$ cat config.mk
export PLATFORM = sky130hd
export DESIGN_NAME = vram_term_ctrl
export DESIGN_NICKNAME = d
export VERILOG_FILES = /design/src/rtl/vram_term_ctrl.sv
export SDC_FILE = /design/constraint.sdc
export NUM_CORES = 1
export LEC_CHECK = 0
export ABC_AREA = 1
export CAP_MARGIN = 0
export CORE_AREA = 2 2 80 82
export CTS_CLUSTER_SIZE = 14
export DETAILED_ROUTE_END_ITERATION = 8
export DIE_AREA = 0 0 82 84
export GPL_TIMING_DRIVEN = 0
export HOLD_SLACK_MARGIN = 0.15
export PLACE_DENSITY = 0.78
export SETUP_SLACK_MARGIN = 0.3
export SYNTH_ARGS = -nofsm -noshare
export SYNTH_HDL_FRONTEND = slang
export SYNTH_SLANG_ARGS = --single-unit
$ cat constraint.sdc
create_clock -name i_clk -period 1.55 [get_ports i_clk]
set_input_delay 0.31 -clock i_clk [delete_from_list [all_inputs] [get_ports i_clk]]
set_output_delay 0.31 -clock i_clk [all_outputs]
set_load 0.01 [all_outputs]
$ cat src/rtl/vram_term_ctrl.sv
// Terminal controller owning VRAM port A: interprets a byte stream, writes glyphs
// at the cursor, scrolls the screen up one row and clears it.
module vram_term_ctrl #(
  parameter int unsigned COLS = 60,
  parameter int unsigned ROWS = 17,
  parameter logic [7:0]  FILL = 8'h20
) (
  input  logic        i_clk,
  input  logic        i_rst,
  input  logic [7:0]  i_data,
  input  logic        i_valid,
  output logic        o_rdy,
  output logic [10:0] o_vram_addr,
  output logic [7:0]  o_vram_din,
  input  logic [7:0]  i_vram_dout,
  output logic        o_vram_ce,
  output logic        o_vram_wre,
  output logic [5:0]  o_cur_x,
  output logic [4:0]  o_cur_y
);

  localparam logic [5:0] X_LAST = 6'(COLS - 1);
  localparam logic [4:0] Y_LAST = 5'(ROWS - 1);

  // States name the access issued at the next clock edge; px/py point at that cell.
  typedef enum logic [2:0] {
    ST_CLEAR,
    ST_IDLE,
    ST_SRD,
    ST_SWR,
    ST_CLRLINE
  } state_t;

  state_t      state_q, state_d;
  logic [5:0]  px_q, px_d;
  logic [4:0]  py_q, py_d;
  logic [5:0]  cur_x_q, cur_x_d;
  logic [4:0]  cur_y_q, cur_y_d;

  logic        rdy_q, rdy_d;
  logic        ce_q, ce_d;
  logic        wre_q, wre_d;
  logic        swr_q, swr_d;
  logic [10:0] addr_q, addr_d;
  logic [7:0]  din_q, din_d;

  logic        accept;
  logic        is_put;
  logic        newline;
  logic [4:0]  py_prev;

  assign accept  = i_valid & rdy_q;
  assign is_put  = (i_data >= 8'h20);
  assign py_prev = py_q - 5'd1;

  always_ff @(posedge i_clk) begin
    if (i_rst) begin
      state_q <= ST_CLEAR;
      px_q    <= '0;
      py_q    <= '0;
      cur_x_q <= '0;
      cur_y_q <= '0;
      rdy_q   <= 1'b0;
      ce_q    <= 1'b0;
      wre_q   <= 1'b0;
      swr_q   <= 1'b0;
      addr_q  <= '0;
      din_q   <= FILL;
    end else begin
      state_q <= state_d;
      px_q    <= px_d;
      py_q    <= py_d;
      cur_x_q <= cur_x_d;
      cur_y_q <= cur_y_d;
      rdy_q   <= rdy_d;
      ce_q    <= ce_d;
      wre_q   <= wre_d;
      swr_q   <= swr_d;
      addr_q  <= addr_d;
      din_q   <= din_d;
    end
  end

  always_comb begin
    state_d = state_q;
    px_d    = px_q;
    py_d    = py_q;
    cur_x_d = cur_x_q;
    cur_y_d = cur_y_q;
    newline = 1'b0;
    case (state_q)
      ST_CLEAR: begin
        if (px_q == X_LAST) begin
          px_d = '0;
          if (py_q == Y_LAST) begin
            py_d    = '0;
            state_d = ST_IDLE;
          end else begin
            py_d = py_q + 5'd1;
          end
        end else begin
          px_d = px_q + 6'd1;
        end
      end
      ST_IDLE: begin
        if (accept) begin
          case (i_data)
            8'h0D: cur_x_d = '0;
            8'h0A: newline = 1'b1;
            8'h08: if (cur_x_q != '0) cur_x_d = cur_x_q - 6'd1;
            8'h0C: begin
              cur_x_d = '0;
              cur_y_d = '0;
              px_d    = '0;
              py_d    = '0;
              state_d = ST_CLEAR;
            end
            default: begin
              if (is_put) begin
                if (cur_x_q == X_LAST) begin
                  cur_x_d = '0;
                  newline = 1'b1;
                end else begin
                  cur_x_d = cur_x_q + 6'd1;
                end
              end
            end
          endcase
          if (newline) begin
            if (cur_y_q != Y_LAST) begin
              cur_y_d = cur_y_q + 5'd1;
            end else begin
              px_d    = '0;
              py_d    = 5'd1;
              state_d = ST_SRD;
            end
          end
        end
      end
      ST_SRD: state_d = ST_SWR;
      ST_SWR: begin
        if (px_q == X_LAST) begin
          px_d = '0;
          if (py_q == Y_LAST) begin
            state_d = ST_CLRLINE;
          end else begin
            py_d    = py_q + 5'd1;
            state_d = ST_SRD;
          end
        end else begin
          px_d    = px_q + 6'd1;
          state_d = ST_SRD;
        end
      end
      ST_CLRLINE: begin
        if (px_q == X_LAST) begin
          px_d    = '0;
          state_d = ST_IDLE;
        end else begin
          px_d = px_q + 6'd1;
        end
      end
      default: state_d = ST_CLEAR;
    endcase
  end

  always_comb begin
    rdy_d  = 1'b0;
    ce_d   = 1'b0;
    wre_d  = 1'b0;
    swr_d  = 1'b0;
    addr_d = {cur_y_q, cur_x_q};
    din_d  = din_q;
    case (state_q)
      ST_CLEAR: begin
        ce_d   = 1'b1;
        wre_d  = 1'b1;
        addr_d = {py_q, px_q};
        din_d  = FILL;
      end
      ST_IDLE: begin
        if (accept) begin
          if (is_put) begin
            ce_d  = 1'b1;
            wre_d = 1'b1;
            din_d = i_data;
          end
        end else begin
          rdy_d = 1'b1;
        end
      end
      ST_SRD: begin
        ce_d   = 1'b1;
        addr_d = {py_q, px_q};
      end
      ST_SWR: begin
        ce_d   = 1'b1;
        wre_d  = 1'b1;
        swr_d  = 1'b1;
        addr_d = {py_prev, px_q};
      end
      ST_CLRLINE: begin
        ce_d   = 1'b1;
        wre_d  = 1'b1;
        addr_d = {Y_LAST, px_q};
        din_d  = FILL;
      end
      default: ;
    endcase
  end

  assign o_rdy       = rdy_q;
  assign o_vram_ce   = ce_q;
  assign o_vram_wre  = wre_q;
  assign o_vram_addr = addr_q;
  // Read data only arrives in the write cycle of a scroll step, so it bypasses din_q there.
  assign o_vram_din  = swr_q ? i_vram_dout : din_q;
  assign o_cur_x     = cur_x_q;
  assign o_cur_y     = cur_y_q;

endmodule
# Word-level counts from Yosys, hierarchy flattened
# Cells that the tools add are included.
word_totals:
  output_inout_bits: 33
  in_bits: 19
  register_bits: 48
op_classes:
  bitwise_logic: 3
  reduce_logical: 19
  muxes: 48
  n_eq_ne: 20
  order_cmp: 1
  add_sub_neg: 6
ops:
  columns: ["op", "n"]
  rows:
  - ["2-to-1 mux 5 bit", 11]
  - ["2-to-1 mux 6 bit", 8]
  - ["case mux 11 bit (3 select lines)", 1]
  - ["== test 8 x 4 -> 1 bit, second input constant", 4]
  - ["2-to-1 mux 3 bit", 9]
  - ["2-to-1 mux 8 bit", 3]
  - ["case mux 6 bit (3 select lines)", 1]
  - ["inequality test 2 bit, second input constant", 8]
  - ["case mux 8 bit (2 select lines)", 1]
  - ["case mux 3 bit (5 select lines)", 1]
  - ["case mux 5 bit (3 select lines)", 1]
  - ["adder 6 x 1 -> 6 bit, second input constant", 2]
  - ["== test 6 bit, second input constant", 2]
  - ["case mux 6 bit (2 select lines)", 1]
  - ["adder 5 x 1 -> 5 bit, second input constant", 2]
  - ["AND reduction 5 bit", 2]
  - [">= comparator 8 x 6 -> 1 bit, second input constant", 1]
  - ["2-to-1 mux 1 bit", 8]
  - ["OR reduction 2 bit", 4]
  - ["== test 3 x 2 -> 1 bit, second input constant", 2]
  - ["case mux 1 bit (2 select lines)", 3]
  - ["nonzero test 3 bit", 2]
  - ["nonzero test 6 bit", 1]
  - ["OR reduction 3 bit", 2]
  - ["other kinds (14)", 17]

# Logic depth before layout (Yosys ltp)
depth:
  word_depth: 9
  depth_mapped: 13

# Worst setup path after synthesis
# OpenSTA, ideal clock, no wires.
synth_timing:
  kind: "reg-to-reg"
  from: "reg cur_x_q[1], in the netlist o_cur_x[1]"
  to: "reg cur_y_q[4], in the netlist o_cur_y[4]"
  required_ns: 1.433
  t_arrival_ns: 1.561
  slack_ns: -0.128
  path_stages_with_launch: 13
  synth_period_minus_slack_ns: 1.678
  path_cell_list: "dfxtp_1 ha_1 nand3_1 nor2_1 nand2_1 nand2_1 nand2_1 nor2_1 inv_1 nand2_1 inv_1 nor2_1 nor2_1"
synth_via:
  elab_chain_cells: 7
synth_rtl:
  columns: ["item", "line_no", "rtl"]
  rows:
  - ["start: declaration", "37", "logic [5:0] cur_x_q, cur_x_d;"]
  - ["start signal: assignment", "73", "cur_x_q <= cur_x_d;"]
  - ["== test 6 bit", "120", "if (cur_x_q == X_LAST) begin"]
  - ["2-to-1 mux 1 bit", "120", null]
  - ["2-to-1 mux 1 bit", "119", "if (is_put) begin"]
  - ["case mux 1 bit (2 select lines)", "107", "case (i_data)"]
  - ["2-to-1 mux 1 bit", "106", "if (accept) begin"]
  - ["2-to-1 mux 1 bit", "91", "case (state_q)"]
  - ["2-to-1 mux 5 bit", "129", "if (newline) begin"]
  - ["end signal: assignment", "74", "cur_y_q <= cur_y_d;"]
  - ["end: declaration", "38", "logic [4:0] cur_y_q, cur_y_d;"]
# Every way passes these cells. The select of a mux whose other input is x is not followed.
# A chain may end at the register's enable or synchronous reset.

# Worst setup path after layout
layout_timing:
  from: "reg cur_x_q[1], in the netlist o_cur_x[1]"
  to: "reg cur_x_q[5], in the netlist o_cur_x[5]"
layout_via:
  elab_chain_cells: 4
layout_rtl:
  columns: ["item", "line_no"]
  rows:
  - ["adder 6 x 1 -> 6 bit / == test 6 bit (equally long branches)", "124, 120"]
  - ["2-to-1 mux 6 bit", "120"]
  - ["2-to-1 mux 6 bit", "119"]
  - ["case mux 6 bit (3 select lines)", "107"]
# Several ways; a longest one is shown, not always the timed one. The select of a mux whose other input is x is not followed.

==> PnR_summary.wiki <==
{| class="wikitable"
! Metric !! Value
|-
| Run status || complete, but fails checks
|-
| Failing checks || design-rule violations, negative setup slack
|-
| Number of search-and-repair iterations in the first detailed-routing pass || 9
|-
| Number of distinct library cell variants in the gate-level netlist after synthesis || 31
|-
| Fmax || 571 MHz
|-
| Final antenna-violating net count || 0
|-
| Leak Pwr || 2.13 nW
|-
| Largest net degree at the start of global routing || 17
|-
| Final net count || 578
|-
| Chip Width || 82 um
|-
| Effective utilization at floorplan || 0.446
|-
| Area added between synthesis and finish || 77.8%
|-
| Last element of the critical path || o_cur_x[5]$_SDFFE_PP0P_
|-
| Core occupancy in the finished layout || 0.792
|-
| Mapped Cells || 418
|-
| Shortest period the worst path allows || around 1.8 ns
|-
| Number of standard-cell rows in the floorplan || 29
|-
| I/O pin count || 52
|-
| Start of the worst register-to-register path || o_cur_x[1]$_SDFFE_PP0P_
|-
| Number of buffers created by CTS || 5
|-
| Yosys synthesis warning count || 0
|-
| Worst setup EP type || register
|-
| Maximum buffer depth of the clock tree || 2
|-
| Drt via density || 6.01
|-
| Critical path class || reg -> reg
|-
| Type of the most critical hold path || in -> reg
|-
| Clk pin slew, worst setup/hold paths || 0.10 ns
|-
| Global router's overall resource usage || 0.292
|-
| Detailed router's first-iteration violation count || 359
|-
| Endpoint of the worst register-to-register path || o_cur_x[5]$_SDFFE_PP0P_
|-
| Pin slew with the least headroom to its limit || 0.365 ns
|-
| Clock sinks || between 40 and 50
|-
| Global-route wire length before repair || 15500 um
|-
| Max IR drop VDD || 0.628 mV
|-
| Fraction of the cycle the final worst path needs || 1.13
|-
| Final wirelength || 12100 um
|-
| Core footprint || 6100 um2
|-
| Minimum setup slack in the final design || -0.201 ns
|-
| CP startpoint || o_cur_x[1]$_SDFFE_PP0P_
|-
| Detail-routed net length per standard cell || just under 20 um
|-
| Signal arrival time at the worst endpoint || roughly 2 ns
|-
| Max Cap Viol || 0
|-
| CTS Root Cell || clkbuf_8
|-
| Hold Fails Final Rpt || 0
|-
| Number of cell instances on the worst register-to-register path || 11
|-
| Clock tree from TritonCTS || done
|-
| Remaining global-route overflow || 0
|-
| Power Total || 3.34 mW
|-
| H-tree lvl count || 2
|-
| Routability congestion estimate || approximately 0.9
|-
| Number of antenna violations at the first check in global routing || 0
|-
| RSZ-0062 raised after global routing || yes
|-
| Routed vias || 3776
|-
| Max Slew Vio Count || 0
|-
| Power Density || slightly below 700 nW/um2
|-
| HPWL after detailed placement || 5160 um
|-
| Setup skew after layout || around 0.013 ns
|-
| Post-CTS Hold Fix Bufs || 0
|-
| Mapped Avg Cell Area || around 6.5 um2
|-
| FF+latch count, synth || 48
|-
| Net Count, Synth || 446
|-
| Final number of setup-violating endpoints || 15
|-
| Total standard cell area after synthesis || 2720 um2
|-
| Total DRC errors in the routed layout || 2
|-
| Worst-path fanout max || 5
|-
| Die extent in y || 84 um
|-
| Final hold slack || 0.421 ns
|-
| Type of origin of the critical path || register
|-
| Crit path required time || 1.78 ns
|-
| Clock network latency to the later pin of the worst-skew pair || 0.33 ns
|-
| Count of inserted antenna diode cells || 0
|-
| Slack of the worst reg-to-reg path || -0.20 ns
|-
| Most common flop cell mapped by yosys || dfxtp_1
|-
| Sequential fraction of the synthesis area || 0.354
|-
| Layout cells sized above 1 || 0.486
|-
| Slew HR || 0.754
|-
| Total die area || just under 7000 um2
|-
| Asr flop ratio synth || 0
|-
| Input/output buffers || 51
|-
| Number of global-route vias before repair || 3369
|-
| Count of flip-flops with a built-in enable after synthesis || 0
|}
==> metal layers <==
metal | track usage | vias to the layer above | wire length, um
met1 | 0.325 | 1736 | 4090
met2 | 0.523 | 304 | 6140
li1 | - | 1621 | -
met3 | 0.0541 | 115 | 909
met4 | 0.130 | 0 | 1000
met5 | 0 | - | 0
==> logic make-up after synthesis <==
family / count (synthesis) / share of synthesized area
AOI/OAI and AO/OA: 86 / 0.167
xor gates and xnor gates: 12 / 0.0387
adders and majority gates: 9 / 0.0415
buffers and inverters: 68 / 0.0953
DFF: 48 / 0.354
muxes: 2 / 0.00829
and+or+nand+nor: 193 / 0.296
==> cell type report <==
type | count | area (um2)
Buffer | 11 | 120
Clock buffer | 5 | 68.8
Clock inverter | 3 | 47.5
Fill cell | 334 | 1270
Inverter | 57 | 254
Multi-Input combinational cell | 304 | 2130
Sequential cell | 48 | 1030
Tap cell | 77 | 96.3
Timing Repair Buffer | 123 | 1080
==> critical path, cell delays in order, from the launching register on <==
cell and delay (ns):
dfxtp_4 0.39, buf_4 0.16, inv_4 0.06, ha_2 0.16, nand4_1 0.15, nor2_4 0.23, nor2_4 0.07, nand2_2 0.10
buf_6 0.14, nand2_1 0.07, nand2_1 0.07, nor2_1 0.04
==> worst min-delay path by stage <==
stage,slack (ns),end,startpoint,cells past startpoint
2_1_floorplan,0.42,din_q[0]$_SDFFE_PP0P_,din_q[0]$_SDFFE_PP0P_,2
3_3_place_gp,0.44,din_q[3]$_SDFFE_PP0P_,din_q[3]$_SDFFE_PP0P_,2
3_5_place_dp,0.44,din_q[2]$_SDFFE_PP0P_,din_q[2]$_SDFFE_PP0P_,2
4_1_cts,0.42,din_q[6]$_SDFFE_PP0P_,i_data[6],3
5_1_grt,0.44,din_q[6]$_SDFFE_PP0P_,i_data[6],3
6_report,0.42,din_q[6]$_SDFFE_PP0P_,i_data[6],3
==> synthesized netlist by cell type (4+ instances only) <==
master,instances,area (um2)
a31oi_1,4,25.0
dfxtp_1,48,961
nor2_1,62,233
xor2_1,9,78.8
nand2_1,89,334
o21ai_0,36,180
ha_1,9,113
inv_1,54,203
nand4_1,7,43.8
clkbuf_1,7,26.3
a21oi_1,37,185
nand3_1,27,135
==> registers in the layout (all words and copies together), names as in the netlist <==
register / flops
o_vram_wre: 1
o_vram_ce: 1
o_rdy: 1
py_q: 5
o_cur_x: 6
din_q: 8
swr_q: 1
o_vram_addr: 11
px_q: 6
o_cur_y: 5
state_q: 3
==> layout by cell type (no fill, tap or decap), types with 5 or more instances in the layout <==
cell type and count:
o21ai_0 12, nor2_2 8, dfxtp_2 5, clkbuf_8 7, xor2_1 9, buf_4 51, buf_6 24, nand3_4 6
nand2_2 23, clkdlybuf4s50_1 10, o21ai_2 13, inv_2 15, dfxtp_1 27, nor2_4 18, nand3_1 20, o21ai_1 12
buf_2 8, dlygate4sd2_1 21, inv_1 33, clkbuf_2 6, nor2_1 38, buf_8 6, inv_4 5, a21oi_1 16
nand4_1 7, nand2_4 8, nand2_1 58, dfxtp_4 16, a21oi_2 18
==> power by group <==
part	internal [mW]	leakage, nW	switching [mW]
Sequential	1.30	0.404	0.0629
Combinational	0.444	1.67	0.561
Clock	0.487	0.0583	0.489
Total	2.23	2.13	1.11
==> repair_timing <==
action,4_1_cts,5_1_grt
endpoints found under the hold margin,0,0
buffers inserted,43,26
cloned,5,0
endpoints found under the setup margin,81,66
gates resized for setup,249,107
pin swaps,48,29
==> metrics by stage <==
stage                     worst slack [ns]  instance area, um2  instances  TNS (ns)
after floorplan                     0.0861                2830        418         0
after global placement              -0.520                3430        546    -15.27
after detailed placement            -0.590                3430        546    -15.93
after CTS                           0.0617                4360        602         0
after global routing                -0.227                4830        628     -2.31
final                               -0.201                4830        628     -1.28
No activity file was read; power rests on OpenSTA's default activity.
